==> src/rtl/ps2_cmd_sequencer.sv <==
// ps2_cmd_sequencer
//
// Host-side controller for the PS/2 keyboard link, sitting between the
// PS2_Controller core and the game logic. After reset it runs the keyboard
// init sequence (FF reset, wait ACK and BAT, then ED + LED byte). It handles
// ACK/resend/BAT responses with a response timeout and bounded retries. Once
// ready it forwards received scan codes and services LED update requests.
//
// Optional feature macro: PS2_LOCK_TRACK_EN
//   When defined, an internal {caps, num, scroll} lock register toggles on the
//   make codes 58/77/7E seen in READY. Break codes (F0-prefixed) are ignored
//   and E0 prefixes have no effect. The LED byte sent is always the lock
//   register, and led_val is ignored.
//
// Ports:
//   CLOCK_50                       in   system clock, 50 MHz
//   reset                          in   synchronous, active-low reset
//   init_req                       in   pulse: rerun full init (READY/FAIL only)
//   led_req                        in   pulse: send LED state led_val
//   led_val[2:0]                   in   {caps, num, scroll}
//   cmd_data[7:0]                  out  command byte to PS2_Controller
//   cmd_send                       out  send_command to PS2_Controller
//   command_was_sent               in   from PS2_Controller
//   error_communication_timed_out  in   from PS2_Controller
//   rx_data[7:0]                   in   received byte from PS2_Controller
//   rx_en                          in   received byte valid
//   key_data[7:0]                  out  forwarded scan code
//   key_valid                      out  one-cycle strobe for key_data
//   busy                           out  init/LED sequence in progress
//   ready                          out  keyboard initialised, forwarding on
//   fail                           out  sticky failure flag

module ps2_cmd_sequencer #(
  parameter int TIMEOUT_CYCLES = 50_000_000,
  parameter int MAX_RETRIES    = 3
) (
  input  logic       CLOCK_50,
  input  logic       reset,
  input  logic       init_req,
  input  logic       led_req,
  input  logic [2:0] led_val,
  output logic [7:0] cmd_data,
  output logic       cmd_send,
  input  logic       command_was_sent,
  input  logic       error_communication_timed_out,
  input  logic [7:0] rx_data,
  input  logic       rx_en,
  output logic [7:0] key_data,
  output logic       key_valid,
  output logic       busy,
  output logic       ready,
  output logic       fail
);

  localparam int TIMER_W = $clog2(TIMEOUT_CYCLES + 1);
  localparam int RETRY_W = (MAX_RETRIES < 1) ? 1 : $clog2(MAX_RETRIES + 1);
  localparam logic [TIMER_W-1:0] TIMER_LAST = TIMER_W'(TIMEOUT_CYCLES - 1);
  localparam logic [RETRY_W-1:0] RETRY_LAST = RETRY_W'(MAX_RETRIES);

  typedef enum logic [3:0] {
    RST_SEND,
    RST_ACK,
    RST_BAT,
    LED_CMD,
    LED_CMD_ACK,
    LED_DATA,
    LED_DATA_ACK,
    READY,
    FAIL
  } state_t;

  state_t               state_q, state_d;
  logic [TIMER_W-1:0]   timer_q, timer_d;
  logic [RETRY_W-1:0]   retry_q, retry_d;
  logic                 pending_q, pending_d;
  logic [2:0]           led_latch_q, led_latch_d;
  logic [7:0]           cmd_data_q, cmd_data_d;
  logic                 cmd_send_q, cmd_send_d;
  logic [7:0]           key_data_q, key_data_d;
  logic                 key_valid_q, key_valid_d;
  logic                 busy_q, busy_d;
  logic                 ready_q, ready_d;
  logic                 fail_q, fail_d;

  logic                 retry_evt;
  state_t               retry_target;
  logic [7:0]           send_byte;
  state_t               ack_state;
  logic                 is_wait_state;

`ifdef PS2_LOCK_TRACK_EN
  logic [2:0]           lock_q, lock_d;
  logic                 break_q, break_d;
  logic [2:0]           lock_mask;
`endif

  always_ff @(posedge CLOCK_50) begin
    if (!reset) begin
      state_q     <= RST_SEND;
      timer_q     <= '0;
      retry_q     <= '0;
      pending_q   <= 1'b0;
      led_latch_q <= 3'b000;
      cmd_data_q  <= 8'h00;
      cmd_send_q  <= 1'b0;
      key_data_q  <= 8'h00;
      key_valid_q <= 1'b0;
      busy_q      <= 1'b0;
      ready_q     <= 1'b0;
      fail_q      <= 1'b0;
`ifdef PS2_LOCK_TRACK_EN
      lock_q      <= 3'b000;
      break_q     <= 1'b0;
`endif
    end else begin
      state_q     <= state_d;
      timer_q     <= timer_d;
      retry_q     <= retry_d;
      pending_q   <= pending_d;
      led_latch_q <= led_latch_d;
      cmd_data_q  <= cmd_data_d;
      cmd_send_q  <= cmd_send_d;
      key_data_q  <= key_data_d;
      key_valid_q <= key_valid_d;
      busy_q      <= busy_d;
      ready_q     <= ready_d;
      fail_q      <= fail_d;
`ifdef PS2_LOCK_TRACK_EN
      lock_q      <= lock_d;
      break_q     <= break_d;
`endif
    end
  end

  always_comb begin
    state_d      = state_q;
    retry_d      = retry_q;
    pending_d    = pending_q;
    led_latch_d  = led_latch_q;
    cmd_data_d   = cmd_data_q;
    cmd_send_d   = cmd_send_q;
    key_data_d   = key_data_q;
    key_valid_d  = 1'b0;
    retry_evt    = 1'b0;
    retry_target = state_q;
`ifdef PS2_LOCK_TRACK_EN
    lock_d       = lock_q;
    break_d      = 1'b0;
    lock_mask    = 3'b000;
`endif

    case (state_q)
      RST_SEND: begin
        send_byte = 8'hFF;
        ack_state = RST_ACK;
      end
      LED_CMD: begin
        send_byte = 8'hED;
        ack_state = LED_CMD_ACK;
      end
      default: begin
        send_byte = {5'b00000, led_latch_q};
        ack_state = LED_DATA_ACK;
      end
    endcase

    is_wait_state = (state_q == RST_ACK) || (state_q == RST_BAT) ||
                    (state_q == LED_CMD_ACK) || (state_q == LED_DATA_ACK);

    // Forwarding uses the current state only, so a byte arriving in the same
    // cycle READY is left is still delivered.
    if (state_q == READY && rx_en) begin
      key_data_d  = rx_data;
      key_valid_d = 1'b1;
    end

`ifdef PS2_LOCK_TRACK_EN
    // break_q remembers an F0 prefix; E0 keeps it unchanged.
    if (state_q == READY) begin
      break_d = break_q;
      if (rx_en) begin
        if (rx_data == 8'hF0) begin
          break_d = 1'b1;
        end else if (rx_data != 8'hE0) begin
          break_d = 1'b0;
          if (!break_q) begin
            case (rx_data)
              8'h58:   lock_mask = 3'b100;
              8'h77:   lock_mask = 3'b010;
              8'h7E:   lock_mask = 3'b001;
              default: lock_mask = 3'b000;
            endcase
          end
        end
      end
      lock_d = lock_q ^ lock_mask;
      if (lock_mask != 3'b000) begin
        pending_d = 1'b1;
      end
    end
`endif

    case (state_q)
      RST_SEND, LED_CMD, LED_DATA: begin
        // cmd_send is raised only from a low state, so after a drop there is
        // always at least one low cycle before the byte goes out again.
        if (!cmd_send_q) begin
          cmd_send_d = 1'b1;
          cmd_data_d = send_byte;
        end else if (command_was_sent) begin
          cmd_send_d = 1'b0;
          state_d    = ack_state;
        end else if (error_communication_timed_out) begin
          cmd_send_d   = 1'b0;
          retry_evt    = 1'b1;
          retry_target = state_q;
        end
      end

      RST_ACK, LED_CMD_ACK, LED_DATA_ACK: begin
        case (state_q)
          RST_ACK:     retry_target = RST_SEND;
          LED_CMD_ACK: retry_target = LED_CMD;
          default:     retry_target = LED_DATA;
        endcase
        if (rx_en && rx_data == 8'hFA) begin
          retry_d = '0;
          case (state_q)
            RST_ACK:     state_d = RST_BAT;
            LED_CMD_ACK: state_d = LED_DATA;
            default:     state_d = READY;
          endcase
        end else if (rx_en && rx_data == 8'hFE) begin
          retry_evt = 1'b1;
        end else if (timer_q == TIMER_LAST) begin
          retry_evt = 1'b1;
        end
      end

      RST_BAT: begin
        retry_target = RST_SEND;
        if (rx_en && rx_data == 8'hAA) begin
          state_d = LED_CMD;
        end else if (rx_en && rx_data == 8'hFC) begin
          state_d = FAIL;
        end else if (timer_q == TIMER_LAST) begin
          retry_evt = 1'b1;
        end
      end

      READY: begin
        // init wins over an LED update because init sends the LEDs anyway.
        if (init_req) begin
          state_d   = RST_SEND;
          retry_d   = '0;
          pending_d = 1'b0;
        end else if (led_req || pending_q) begin
          state_d   = LED_CMD;
          pending_d = 1'b0;
        end
      end

      FAIL: begin
        if (init_req) begin
          state_d   = RST_SEND;
          retry_d   = '0;
          pending_d = 1'b0;
        end
      end

      default: begin
        state_d = FAIL;
      end
    endcase

    if (retry_evt) begin
      if (retry_q == RETRY_LAST) begin
        state_d = FAIL;
      end else begin
        state_d = retry_target;
        retry_d = retry_q + 1'b1;
      end
    end

    if (state_d == FAIL) begin
      cmd_send_d = 1'b0;
    end

    // LED requests during a sequence are remembered and replayed from READY.
    if (led_req && state_q != READY && state_q != FAIL) begin
      pending_d = 1'b1;
    end

    if (state_d == LED_CMD && state_q != LED_CMD) begin
`ifdef PS2_LOCK_TRACK_EN
      led_latch_d = lock_d;
`else
      led_latch_d = led_val;
`endif
    end

    // Every state change restarts the response timer.
    if (state_d != state_q) begin
      timer_d = '0;
    end else if (is_wait_state) begin
      timer_d = timer_q + 1'b1;
    end else begin
      timer_d = '0;
    end

    busy_d  = (state_d != READY) && (state_d != FAIL);
    ready_d = (state_d == READY);
    fail_d  = (state_d == FAIL);
  end

  assign cmd_data  = cmd_data_q;
  assign cmd_send  = cmd_send_q;
  assign key_data  = key_data_q;
  assign key_valid = key_valid_q;
  assign busy      = busy_q;
  assign ready     = ready_q;
  assign fail      = fail_q;

endmodule

==> config.mk <==
export PLATFORM = sky130hd
export DESIGN_NAME = ps2_cmd_sequencer
export DESIGN_NICKNAME = d
export VERILOG_FILES = /design/src/rtl/ps2_cmd_sequencer.sv
export SDC_FILE = /design/constraint.sdc
export NUM_CORES = 1
export LEC_CHECK = 0
export CORE_ASPECT_RATIO = 0.75
export CORE_MARGIN = 2
export CORE_UTILIZATION = 45
export CTS_CLUSTER_SIZE = 8
export DETAILED_ROUTE_END_ITERATION = 16
export PLACE_DENSITY_LB_ADDON = 0.25
export SYNTH_ARGS = -nofsm -noshare
export SYNTH_HDL_FRONTEND = slang
export SYNTH_SLANG_ARGS = --single-unit
==> constraint.sdc <==
create_clock -name CLOCK_50 -period 2.8 [get_ports CLOCK_50]
set_input_delay 0.28 -clock CLOCK_50 [delete_from_list [all_inputs] [get_ports CLOCK_50]]
set_output_delay 0.28 -clock CLOCK_50 [all_outputs]
set_load 0.02 [all_outputs]
==> metrics, run 1 <==
floorplan row count 25; HPWL after detailed placement 4.88 mm; Fin Hold WS 0.466 ns; Syn Area/Cell 9.06 sq um; CTS buffer count 5; RSZ-0062 raised after global routing false; placed inst area 0.00372 sq mm; ANT cells 0; Pleak 1.47 nW; clk root buf clkbuf_8; Wirelength per Cell 14.4 um; post-synthesis cell area 0.00294 sq mm; detailed-route via count 2620; r2r startpoint state_q[0]; port bufs 38; Syn Nets 344; maxcap violations 0; Power per Cell Area 466 mW/mm^2; clk sinks 54; pin count of the biggest net entering global routing 27; Distinct cells, synth 53; most frequent cells in the layout dfxtp_1, buf_4, clkdlybuf4s50_1; met1 WL 3.66 mm; DRT antenna net count 0; global-route wire length before repair 11.5 mm; WP depth 11; CP top delay family simple AND/OR/NAND/NOR gates; CP Launch Type primary input; final setup skew 0.00490 ns; final hold vios 0; Crit path required time 3.02 ns; fin. max-slew vios 0; maximum clock rate 391 MHz; uppermost routed layer met4; DR iter-0 viols 160; crit path cell chain clkdlybuf4s50_1 -> nor4b_1 -> o211ai_1 -> a22o_1 -> nand2_1 -> and2_4 -> buf_4 -> mux2i_2 -> nand2_1 -> buf_12 -> nor4_1; Tcrit/Tclk final 91.2%; maximum VDD drop 0.310 mV; initial antenna violation count 0; area leader, netlist dfxtp_1; post-route minimum period 2.55 ns; Clock Latency Late Sink 0.32 ns; CP arrival 2.78 ns; Hold WC Path Type reg -> reg; DR vias/cell 5.41; Worst-path clk slew 0.10 ns; CP max stage delay 0.46 ns; dpl ws -0.442 ns; Top FF cell, synth dfxtp_1; gr ovfl total 0; Sum Neg Setup Slack 0 ns; die area 0.00719 sq mm; run status complete, no violations; GP Congestion 0.866; Initial Utilization 46.5%; hold_sp led_latch_q[0]; CP endpoint kind flip-flop; design area 0.00393 sq mm; met2 routed WL 2.88 mm; Pre-antenna DRT Iters 4; vias in the first global route 2366; most common cell after layout, fill and taps aside dfxtp_1; share of cells above drive strength 1 23.1%; Die Y 73.9 um; worst setup margin 0.245 ns; final setup violating endpoints 0; critical-path maximum fanout 25; slew margin rel. 65.6%; Seq cells post-synth 54; num ports 39; total track usage 19.9%; Reg2Reg Depth 10; Synth Warn # 0; critical path's most frequent cell nand2_1; register area share after synthesis 36.8%; core area 0.00632 sq mm; layout net count 422; asr flop ratio synth 0%; CP Class in -> reg; WL met3 375 um; Layout area overhead 33.7%; Critical Path Source rx_data[2]; synth top area cells dfxtp_1, nor4_2, xnor2_1; H-tree depth 2; CTS tree yes; Bufs and invs on worst path 3; clk buf depth 2; Post-Route WL 6.99 mm; Die X 97.3 um; Finished Core Util 62.1%; slowest CP cell clkdlybuf4s50_1; Slew @ Worst Pin 0.516 ns; DRC errors left 0; worst hold path cell count 2; top cell type's share of synthesized area 36.8%; EDFF count, synth 0; Synth Instances 324
## logic make-up (layout without fill, tap and decap cells)
family / count (synthesis) / count (layout) / share of synthesized area [%]
AOI/OAI and AO/OA: 44 / 44 / 9.93
xor gates and xnor gates: 28 / 29 / 8.99
adders and majority gates: 2 / 2 / 0.852
buffers and inverters: 28 / 106 / 5.50
DFF: 54 / 54 / 36.8
muxes: 13 / 13 / 4.60
and+or+nand+nor: 155 / 155 / 33.3
## layer usage
metal  vias to the layer above  track usage (%)
li1                       1317                -
met1                      1225             29.7
met2                        70             28.3
met3                         8             5.08
met4                         0             5.71
met5                         -                0
## repair_timing
item / 4_1_cts / 5_1_grt
hold buffers: 0 / 0
setup buffers: 0 / 2
cloned: 1 / 0
endpoints found under the setup margin: 26 / 21
resized for setup: 1 / 2
pin swaps: 0 / 2
## worst reg2reg max path: stages (launching register included)
cell	delay (ns)
dfxtp_1	0.37
buf_12	0.17
or3_1	0.37
a21oi_1	0.24
a21oi_1	0.15
and2_4	0.17
buf_4	0.15
mux2i_2	0.21
nand2_1	0.13
buf_12	0.20
nor4_1	0.28
## sequential cells by signal, summed over array words and instances (netlist names), 2 cells and up
name,cells
timer_q,26
key_data,8
cmd_data,5
state_q,4
led_latch_q,3
retry_q,2
## synth_stat cells, types with 3 or more instances
master,instances
a211oi_1,3
a21oi_1,12
a31oi_1,4
and2_1,10
and3_1,3
buf_2,3
buf_4,6
buf_6,4
clkbuf_1,8
dfxtp_1,54
inv_1,7
mux2i_1,12
nand2_1,22
nand2b_1,4
nand3_1,13
nand4_1,10
nor2_1,33
nor2b_1,4
nor3_1,9
nor4_1,9
nor4_2,17
nor4b_1,3
o21ai_0,8
or3_1,5
xnor2_1,15
xor2_1,12
## final timing paths
path         slack [ns]             end
max reg2reg        0.25     timer_q[16]
min                0.47  led_latch_q[0]
min reg2reg        0.47  led_latch_q[0]
max                0.25     timer_q[16]
## layout make-up
cell class | count | area (sq um)
inverters | 7 | 26.3
fillers | 533 | 2390
clock inverters | 3 | 68.8
clock buffers | 5 | 68.8
repair buffers | 91 | 841
well taps | 81 | 101
multi-input cells | 243 | 1740
flip-flops and latches | 54 | 1080
## per-stage QoR
stage,total power [mW],std cells
after floorplan,1.05,324
after global placement,1.16,473
after detailed placement,1.17,473
after CTS,1.81,482
after global routing,1.90,484
final,1.83,484
## power by group
part | internal (mW) | switching [mW]
Combinational | 0.178 | 0.208
Sequential | 0.791 | 0.0220
Clock | 0.358 | 0.272
No activity file was read; power rests on OpenSTA's default activity.
==> inputs of run 2 (changes only) <==
--- a/config.mk
+++ b/config.mk
@@ -7,7 +7,8 @@
 export LEC_CHECK = 0
 export CORE_ASPECT_RATIO = 0.75
 export CORE_MARGIN = 2
-export CORE_UTILIZATION = 45
+export CORE_UTILIZATION = 57
+export CTS_BUF_LIST = sky130_fd_sc_hd__clkbuf_4
 export CTS_CLUSTER_SIZE = 8
 export DETAILED_ROUTE_END_ITERATION = 16
 export PLACE_DENSITY_LB_ADDON = 0.25
==> metrics, run 2 (synthesis gave the netlist of run 1 again) <==
core area 0.00493 sq mm (was 0.00632 sq mm); Crit path required time 3.08 ns (was 3.02 ns); FF-to-FF End timer_q[1] (was timer_q[16]); reg-to-reg slack, setup 0.07 ns (was 0.25 ns); critical-path maximum fanout 26 (was 25); ANT cells 0 (unchanged); DR vias/cell 5.97 (was 5.41); Slew @ Worst Pin 0.532 ns (was 0.516 ns); final hold vios 0 (unchanged); Bufs and invs on worst path 3 (unchanged); Initial Utilization 59.6% (was 46.5%); CP top delay family simple AND/OR/NAND/NOR gates (unchanged); Power Total 1.67 mW (was 1.83 mW); clk buf depth 2 (unchanged); Wirelength per Cell 16.7 um (was 14.4 um); fin. max-slew vios 0 (unchanged); maxcap violations 0 (unchanged); CP max stage delay 0.70 ns (was 0.46 ns); CP Class reg -> reg (was in -> reg); CP Launch Type flip-flop (was primary input); Fin Hold WS 0.432 ns (was 0.466 ns); Layout area overhead 31.9% (was 33.7%); post-route minimum period 2.73 ns (was 2.55 ns); maximum VDD drop 0.314 mV (was 0.310 mV); DRC errors left 0 (unchanged); DR iter-0 viols 177 (was 160); global-route wire length before repair 11.5 mm (about the same); die area 0.00575 sq mm (was 0.00719 sq mm); slew margin rel. 64.5% (was 65.6%); floorplan row count 22 (was 25); hold buffers post-CTS 0 (unchanged); detailed-route via count 2753 (was 2620); WP depth 9 (was 11); Clock Latency Late Sink 0.40 ns (was 0.32 ns); hold_sp led_val[2] (was led_latch_q[0]); CP endpoint kind flip-flop (unchanged); Reg2Reg Depth 9 (was 10); critical path's most frequent cell buf_4 (was nand2_1); Sum Neg Setup Slack 0 ns (unchanged); maximum clock rate 367 MHz (was 391 MHz); H-tree depth 2 (unchanged); worst hold path cell count 3 (was 2); GP Congestion 0.938 (was 0.866); sw frac 29.5% (was 27.4%); worst setup margin 0.0749 ns (was 0.245 ns); Tcrit/Tclk final 97.3% (was 91.2%); CTS buffer count 5 (unchanged); initial antenna violation count 0 (unchanged); pin count of the biggest net entering global routing 27 (unchanged); Post-Route WL 7.70 mm (was 6.99 mm); num ports 39 (unchanged); hold worst-path end led_latch_q[2] (was led_latch_q[0]); Die Y 66.1 um (was 73.9 um); Power per Cell Area 431 mW/mm^2 (was 466 mW/mm^2); HPWL after detailed placement 4.95 mm (was 4.88 mm); most common cell after layout, fill and taps aside dfxtp_1 (unchanged); Clock power frac 27.9% (was 34.4%); gr ovfl total 0 (unchanged); Biggest register timer_q (unchanged); Switch Pwr 0.492 mW (was 0.502 mW); internal power 1.18 mW (was 1.33 mW); CP arrival 3.00 ns (was 2.78 ns); vias in the first global route 2390 (was 2366); share of cells above drive strength 1 23.4% (was 23.1%); run status complete, no violations (unchanged); slowest CP cell or4b_2 (was clkdlybuf4s50_1); Pleak 1.45 nW (was 1.47 nW); fillcell total 320 (was 533); Pre-antenna DRT Iters 5 (was 4); clk sinks 54 (unchanged); total track usage 25.7% (was 19.9%); Flop pwr share 48.8% (was 44.5%); r2r startpoint state_q[0] (unchanged); most frequent cells in the layout dfxtp_1, buf_4, clkdlybuf4s50_1 (unchanged); Worst-path clk slew 0.17 ns (was 0.10 ns); Die X 86.9 um (was 97.3 um); final setup skew 0.0187 ns (was 0.00490 ns); DRT antenna net count 0 (unchanged); Comb pwr share 23.4% (was 21.1%); placed inst area 0.00367 sq mm (was 0.00372 sq mm); CTS tree yes (unchanged); Hold WC Path Type in -> reg (was reg -> reg); dpl ws -0.416 ns (was -0.442 ns); max FFs per register 26 (unchanged); port bufs 38 (unchanged); final setup violating endpoints 0 (unchanged); crit path cell chain buf_4 -> buf_4 -> or4b_2 -> a21oi_1 -> a21boi_1 -> a21o_1 -> xor2_2 -> buf_12 -> nor3_1 (was clkdlybuf4s50_1 -> nor4b_1 -> o211ai_1 -> a22o_1 -> nand2_1 -> and2_4 -> buf_4 -> mux2i_2 -> nand2_1 -> buf_12 -> nor4_1); design area 0.00387 sq mm (was 0.00393 sq mm); clk root buf clkbuf_4 (was clkbuf_8); layout net count 420 (was 422)
-- run 2: cell count changes in the layout (fill, tap and decap cells not counted), sizes merged --
cell and delta:
clkbuf +3, bufinv -1, clkinv -1, buf -3
-- run 2: worst max-delay path by stage --
| stage | startpoint | to | slack [ns] |
|---|---|---|---|
| after global placement | rx_data[2] | timer_q[1] | -0.30 |
| after floorplan | timer_q[0] | timer_q[4] | 0.23 |
| final | state_q[0] | timer_q[1] | 0.07 |
| after detailed placement | rx_data[2] | timer_q[1] | -0.42 |
| after global routing | timer_q[1] | timer_q[1] | -0.07 |
| after CTS | timer_q[16] | timer_q[23] | 0.009 |
-- run 2: area by class of cell --
cell class / count / area (sq um) / area share, %
clock buffers: 7 / 52.6 / 1.36
multi-input cells: 243 / 1780 / 45.9
well taps: 60 / 75.1 / 1.94
clock inverters: 1 / 30.0 / 0.775
repair buffers: 89 / 831 / 21.5
flip-flops and latches: 54 / 1080 / 27.9
inverters: 7 / 26.3 / 0.679
-- run 2: routing by layer --
metal  part of all wire, %  GRT usage [%]  up-vias
li1                      -              -     1315
met1                    46           38.0     1298
met2                    45           38.2      124
met3                   7.6           4.49       16
met4                   1.5           7.03        0
met5                     0              0        -
-- run 2: worst min-delay path: cells and delay by family --
kind                   cells  cell delay (ns)
buffers and inverters      1             0.39
muxes                      1             0.06
and+or+nand+nor            1             0.05
-- run 2: power groups by stage --
stage	clock, mW	combinational (mW)	sequential (mW)
finish	0.465	0.390	0.813
global placement	0	0.328	0.828
CTS	0.456	0.355	0.813
detailed placement	0	0.333	0.829
global route	0.489	0.414	0.817
floorplan	0	0.205	0.844
-- run 2: repair_timing --
item	CTS	global route
setup buffers	0	1
resized for setup	1	9
pin swaps	0	0
endpoints found under the setup margin	26	29
gates cloned	1	1
-- run 2: per-stage QoR --
step / cells / utilization (%)
after global placement: 450 / 74.5
after global routing: 461 / 78.6
final: 461 / 78.6
after detailed placement: 450 / 74.5
after floorplan: 324 / -
after CTS: 459 / 76.7
